<file path="src/rtl/ram_port_arbiter_pkg.sv">
// Shared definitions for the data-RAM port arbiter.
//   DATA_ROW_WIDTH       default RAM row width
//   DATA_ADDRESS_WIDTH   default RAM address width
//   ARB_NUM_REQUESTERS   default number of requesters sharing the RAM
//   nxt_ptr()            cyclic successor of a requester index
package ram_port_arbiter_pkg;

   localparam int DATA_ROW_WIDTH     = 32;
   localparam int DATA_ADDRESS_WIDTH = 10;
   localparam int ARB_NUM_REQUESTERS = 4;

   // Explicit modulo so non-power-of-2 requester counts wrap correctly.
   function automatic int unsigned nxt_ptr(input int unsigned idx, input int unsigned n);
      return (idx + 1) % n;
   endfunction

endpackage

</file>
<file path="src/rtl/ram_port_arbiter_rr_pick.sv">
// Combinational round-robin finder.
//   req_i    request vector
//   start_i  index searched first; search proceeds cyclically upward
//   excl_i   requesters that may not win
//   grant_o  one-hot winner (zero when nothing qualifies)
//   found_o  a winner exists
//   idx_o    binary index of the winner (0 when none)
module rr_pick #(
   parameter int N  = 4,
   parameter int PW = 2
) (
   input  logic [N-1:0]  req_i,
   input  logic [PW-1:0] start_i,
   input  logic [N-1:0]  excl_i,
   output logic [N-1:0]  grant_o,
   output logic          found_o,
   output logic [PW-1:0] idx_o
);

   always_comb begin
      logic [PW-1:0] pos;
      pos     = '0;
      grant_o = '0;
      found_o = 1'b0;
      idx_o   = '0;
      for (int unsigned i = 0; i < N; i++) begin
         pos = PW'((32'(start_i) + i) % N);
         if (!found_o && req_i[pos] && !excl_i[pos]) begin
            found_o      = 1'b1;
            grant_o[pos] = 1'b1;
            idx_o        = pos;
         end
      end
   end

endmodule

</file>
<file path="src/rtl/ram_port_arbiter.sv">
// Round-robin arbiter sharing one 2-read/1-write data RAM among NREQ requesters.
//   Clock, Reset                     single clock, synchronous active-high reset
//   iReadRequest/iReadAddress        per-requester read requests (held until granted)
//   oReadGrant                       combinational read grants (0..2 bits set)
//   oReadDataValid/oReadData         per-requester registered read return, grant+2
//   iWriteRequest/iWriteAddress/iWriteData  per-requester write requests
//   oWriteGrant                      combinational one-hot write grant
//   oRamWriteEnable/oRamWriteAddress/oRamDataIn  RAM write port
//   oRamReadAddress0/1, iRamDataOut0/1           RAM read ports (1-cycle latency)
module ram_port_arbiter
   import ram_port_arbiter_pkg::*;
#(
   parameter int DATA_WIDTH = DATA_ROW_WIDTH,
   parameter int ADDR_WIDTH = DATA_ADDRESS_WIDTH,
   parameter int NREQ       = ARB_NUM_REQUESTERS
) (
   input  logic                       Clock,
   input  logic                       Reset,
   input  logic [NREQ-1:0]            iReadRequest,
   input  logic [NREQ*ADDR_WIDTH-1:0] iReadAddress,
   output logic [NREQ-1:0]            oReadGrant,
   output logic [NREQ-1:0]            oReadDataValid,
   output logic [NREQ*DATA_WIDTH-1:0] oReadData,
   input  logic [NREQ-1:0]            iWriteRequest,
   input  logic [NREQ*ADDR_WIDTH-1:0] iWriteAddress,
   input  logic [NREQ*DATA_WIDTH-1:0] iWriteData,
   output logic [NREQ-1:0]            oWriteGrant,
   output logic                       oRamWriteEnable,
   output logic [ADDR_WIDTH-1:0]      oRamWriteAddress,
   output logic [DATA_WIDTH-1:0]      oRamDataIn,
   output logic [ADDR_WIDTH-1:0]      oRamReadAddress0,
   output logic [ADDR_WIDTH-1:0]      oRamReadAddress1,
   input  logic [DATA_WIDTH-1:0]      iRamDataOut0,
   input  logic [DATA_WIDTH-1:0]      iRamDataOut1
);

   localparam int PW = $clog2(NREQ);

   logic [PW-1:0]         rd_ptr_q, rd_ptr_d, wr_ptr_q, wr_ptr_d;
   logic [1:0]            tag_vld_q, tag_vld_d;
   logic [PW-1:0]         tag_idx_q [2];
   logic [PW-1:0]         tag_idx_d [2];
   logic [DATA_WIDTH-1:0] rdata_q [NREQ];
   logic [DATA_WIDTH-1:0] rdata_d [NREQ];
   logic [NREQ-1:0]       rvalid_q, rvalid_d;

   logic [NREQ-1:0] rd_req, wr_req, g0, g1, wg;
   logic            f0, f1, wf;
   logic [PW-1:0]   i0, i1, wi, p1_start;

   // Requests are masked during reset so every grant and the write enable drop.
   assign rd_req   = Reset ? '0 : iReadRequest;
   assign wr_req   = Reset ? '0 : iWriteRequest;
   assign p1_start = PW'(nxt_ptr(32'(i0), NREQ));

   rr_pick #(.N(NREQ), .PW(PW)) u_pick_rd0 (
      .req_i(rd_req), .start_i(rd_ptr_q), .excl_i('0),
      .grant_o(g0), .found_o(f0), .idx_o(i0));

   rr_pick #(.N(NREQ), .PW(PW)) u_pick_rd1 (
      .req_i(rd_req), .start_i(p1_start), .excl_i(g0),
      .grant_o(g1), .found_o(f1), .idx_o(i1));

   rr_pick #(.N(NREQ), .PW(PW)) u_pick_wr (
      .req_i(wr_req), .start_i(wr_ptr_q), .excl_i('0),
      .grant_o(wg), .found_o(wf), .idx_o(wi));

   assign oReadGrant      = g0 | g1;
   assign oWriteGrant     = wg;
   assign oRamWriteEnable = wf;
   assign oReadDataValid  = rvalid_q;

   always_comb begin
      oRamReadAddress0 = '0;
      oRamReadAddress1 = '0;
      oRamWriteAddress = '0;
      oRamDataIn       = '0;
      if (f0) oRamReadAddress0 = iReadAddress[32'(i0)*ADDR_WIDTH +: ADDR_WIDTH];
      if (f1) oRamReadAddress1 = iReadAddress[32'(i1)*ADDR_WIDTH +: ADDR_WIDTH];
      if (wf) begin
         oRamWriteAddress = iWriteAddress[32'(wi)*ADDR_WIDTH +: ADDR_WIDTH];
         oRamDataIn       = iWriteData[32'(wi)*DATA_WIDTH +: DATA_WIDTH];
      end
   end

   always_comb begin
      for (int unsigned k = 0; k < NREQ; k++) begin
         oReadData[k*DATA_WIDTH +: DATA_WIDTH] = rdata_q[k];
      end
   end

   always_comb begin
      // Port 1 always wins cyclically after port 0, so it is the last granted.
      rd_ptr_d = rd_ptr_q;
      if (f1)      rd_ptr_d = PW'(nxt_ptr(32'(i1), NREQ));
      else if (f0) rd_ptr_d = PW'(nxt_ptr(32'(i0), NREQ));
      wr_ptr_d = wr_ptr_q;
      if (wf) wr_ptr_d = PW'(nxt_ptr(32'(wi), NREQ));

      tag_vld_d    = {f1, f0};
      tag_idx_d[0] = i0;
      tag_idx_d[1] = i1;

      // The two tags never name the same requester, so the writes cannot collide.
      rdata_d  = rdata_q;
      rvalid_d = '0;
      if (tag_vld_q[0]) begin
         rdata_d[tag_idx_q[0]]  = iRamDataOut0;
         rvalid_d[tag_idx_q[0]] = 1'b1;
      end
      if (tag_vld_q[1]) begin
         rdata_d[tag_idx_q[1]]  = iRamDataOut1;
         rvalid_d[tag_idx_q[1]] = 1'b1;
      end
   end

   always_ff @(posedge Clock) begin
      if (Reset) begin
         rd_ptr_q     <= '0;
         wr_ptr_q     <= '0;
         tag_vld_q    <= '0;
         tag_idx_q[0] <= '0;
         tag_idx_q[1] <= '0;
         rvalid_q     <= '0;
         for (int unsigned k = 0; k < NREQ; k++) rdata_q[k] <= '0;
      end else begin
         rd_ptr_q  <= rd_ptr_d;
         wr_ptr_q  <= wr_ptr_d;
         tag_vld_q <= tag_vld_d;
         tag_idx_q <= tag_idx_d;
         rvalid_q  <= rvalid_d;
         rdata_q   <= rdata_d;
      end
   end

endmodule

</file>
<file path="config.mk">
export PLATFORM = sky130hd
export DESIGN_NAME = ram_port_arbiter
export DESIGN_NICKNAME = d
export VERILOG_FILES = /design/src/rtl/ram_port_arbiter_pkg.sv /design/src/rtl/ram_port_arbiter_rr_pick.sv /design/src/rtl/ram_port_arbiter.sv
export SDC_FILE = /design/constraint.sdc
export NUM_CORES = 1
export LEC_CHECK = 0
export ABC_AREA = 1
export CAP_MARGIN = 20
export CORE_AREA = 4 4 187 189
export CTS_CLUSTER_DIAMETER = 150
export DETAILED_ROUTE_END_ITERATION = 8
export DIE_AREA = 0 0 191 193
export PLACE_DENSITY = 0.6
export SLEW_MARGIN = 30
export SYNTH_ARGS = -nofsm -noshare
export SYNTH_HDL_FRONTEND = slang
export SYNTH_SLANG_ARGS = --single-unit
</file>
<file path="constraint.sdc">
create_clock -name Clock -period 5.65 [get_ports Clock]
set_clock_uncertainty 0.2 [all_clocks]
set_input_delay 1.13 -clock Clock [delete_from_list [all_inputs] [get_ports Clock]]
set_output_delay 1.13 -clock Clock [all_outputs]
set_load 0.02 [all_outputs]
</file>
==> flow_metrics.tcl <==
set metrics [dict create \
    status "complete, no violations" \
    cts_max_path_buffers 2 \
    grt_overflow 0 \
    worstSetupEndpointType "output port" \
    gp_routability_congestion 0.885 \
    io_buffers 484 \
    grt_pass1_wl_mm 65.1 \
    crit_chain "clkdlybuf4s50_1, nand2_1, nor2_1, a31oi_1, nor2_1, a21oi_1, nand2_1, nor2_1, inv_2, nand2_1, xor2_2, nand2_2, inv_2, buf_12, nor2_1, o32ai_1, clkdlybuf4s50_1" \
    required_ns 4.32 \
    setup_violations 0 \
    yosysWarnings 0 \
    antenna_cells 0 \
    cts_root_buf "clkbuf_16" \
    die_w_um 191 \
    syn-instance-count 1440 \
    ios 485 \
    dr.pass1.iters 5 \
    path_common_cell "nor2_1" \
    drtIter0Drc 683 \
    path_buf_inv 5 \
    ys_seq_elements 142 \
    critPathMaxFanout 29 \
    synth_area_um2 9460 \
    grt.total_usage_pct 22.5 \
    synth_area_leaders "dfxtp_1 30%, o21ai_0 12%, a21oi_1 8.5%, mux2i_1 8.5%, nand2_1 7.0%" \
    grt_max_degree 89 \
    insertion_delay_ns 0.43 \
    final_cell_mix "424 x clkdlybuf4s50_1, 223 x o21ai_0, 171 x nand2_1, 169 x nor2_1, 159 x a21oi_1" \
    fillerInstances 3376 \
    drtAntennaViolNets 0 \
    vias_per_cell 4.97 \
    hold_class "reg2reg" \
    cts_tree "yes" \
    antenna_found_initial 1 \
    drc 0 \
    cp.depth 17 \
    syn2layout_area_growth_pct 68.5 \
    synth_ff_type "dfxtp_1" \
    netlist.top_cell.by_area "dfxtp_1" \
    drive_above_1_share_pct 9.33 \
    post-route-period-util_pct 96.0 \
    vias 11900 \
    async_flop_share_pct 0 \
    core_area_um2 33300 \
    die_y_um 193 \
    grt_pass1_vias 11300 \
    tightest_slew_ns 0.898 \
    r2r_cells 28 \
    netlist.area_leader.share_pct 30.0 \
    clock-sinks 142 \
    tns_ns 0 \
    min_path_cells 2 \
    drv_cap 0 \
    finalNetCount 2225 \
    h-tree-depth 4 \
    synth_edf_count 0 \
    max_freq_mhz 184 \
    cts_buffers 17 \
    hold_violations 0 \
    cpPeakStageDelay_ns 0.66 \
    slew_headroom_pct 39.9 \
    maxSlewViolCount 0 \
    avgSynthCellArea_um2 6.57 \
    ctsHoldBuffers 0 \
    rows 67 \
    die_area_um2 36900 \
    layout.cells.most_common "clkdlybuf4s50_1" \
    wl_per_cell_um 18.7 \
    wl_mm 44.7 \
    cp_top_family "buffers and inverters" \
    ys_types 37 \
    critical_path_class "in2out" \
    hpwl_mm 34.4 \
    start_util_pct 28.4 \
    syn-num-nets 1738 \
    crit_arrival_ns 4.10 \
    clk_pin_slew_ns 0.06 \
    startpoint_type "primary input" \
    critPathSlowestCell "clkdlybuf4s50_1" \
    period_needed_ns 5.43 \
    ys_seq_area_share_pct 30.0 \
]
==> kinds of logic after synthesis <==
| family | count (synthesis) | share of synthesized area, % |
|---|---|---|
| buffers and inverters | 253 | 10.7 |
| AO/OA/AOI/OAI | 484 | 28.1 |
| XOR/XNOR | 1 | 0.172 |
| multiplexers | 81 | 8.58 |
| adder cells (fa/ha/maj) | 16 | 2.12 |
| AND/OR/NAND/NOR | 463 | 20.3 |
| flip-flops | 142 | 30.0 |
==> state kept, by name, summed over array words and instances, names as in the netlist <==
register and flops:
tag_idx_q 4, oReadDataValid 4, oReadData 128, wr_ptr_q 2, tag_vld_q 2, rd_ptr_q 2
==> worst reg2reg max path: cells and delay by family, from the launching register on <==
family                   cells  cell delay, ns
buffers and inverters       11            1.08
AND/OR/NAND/NOR             12            1.14
adder cells (fa/ha/maj)      2            0.62
AO/OA/AOI/OAI                3            0.37
flip-flops                   1            0.34
==> timing repair <==
item                                    4_1_cts  5_1_grt
endpoints found under the setup margin       15       54
setup buffers                                 3        0
gates cloned                                  0        1
pin swaps                                     5        5
hold endpoints to repair                      0        0
gates resized for setup                      64       62
==> synthesized netlist by cell type, types with 4 or more instances <==
master	instances
a31oi_1	4
nand2_1	177
a221oi_1	10
inv_1	137
o21bai_1	19
o32ai_1	23
nand4_1	4
inv_2	8
clkbuf_1	76
o21ai_0	224
buf_4	5
o21ai_1	22
mux2i_1	80
a21oi_1	160
buf_1	7
dfxtp_1	142
o221ai_1	4
nand2_2	9
o22ai_1	5
buf_2	13
nor2_1	171
o211ai_1	9
ha_1	16
nand3_1	93
==> cell type report <==
cell class	count	area, um^2	share of cell area [%]
multi-input cells	1045	5730	35.9
repair buffers	572	5640	35.4
flip-flops and latches	142	2840	17.8
inverters	149	571	3.58
well taps	448	561	3.52
clock buffers	22	494	3.10
clock inverters	9	108	0.675
==> worst paths after layout <==
path	from	to	slack, ns
min	oReadData[109]	oReadData[109]	0.33
max	iWriteRequest[2]	oRamDataIn[10]	0.22
min reg2reg	oReadData[109]	oReadData[109]	0.33
max reg2reg	rd_ptr_q[0]	rd_ptr_q[1]	1.79
==> per-layer routing <==
layer | share of wire (%) | up-vias | track usage, %
li1 | - | 5856 | -
met1 | 41 | 5470 | 27.1
met2 | 49 | 484 | 39.7
met3 | 7.0 | 63 | 5.17
met4 | 2.7 | 2 | 7.07
met5 | 0.029 | - | 0
==> stage by stage <==
| stage | hold slack [ns] | instance area [um^2] | setup WS (ns) | utilization (%) | std cells |
|---|---|---|---|---|---|
| 2_1_floorplan | 0.385 | 9460 | 0.122 | - | 1440 |
| 3_3_place_gp | 0.308 | 15100 | -0.430 | 45.5 | 2352 |
| 3_5_place_dp | 0.324 | 15200 | -0.486 | 45.5 | 2352 |
| 4_1_cts | 0.337 | 15800 | 0.000265 | 47.4 | 2386 |
| 5_1_grt | 0.368 | 15900 | -0.0271 | 47.9 | 2387 |
| 6_report | 0.330 | 15900 | 0.223 | 47.9 | 2387 |
Power is left out: the tool's default activity adds up to more than one toggle a clock period on the data nets, which glitch-free logic cannot reach.
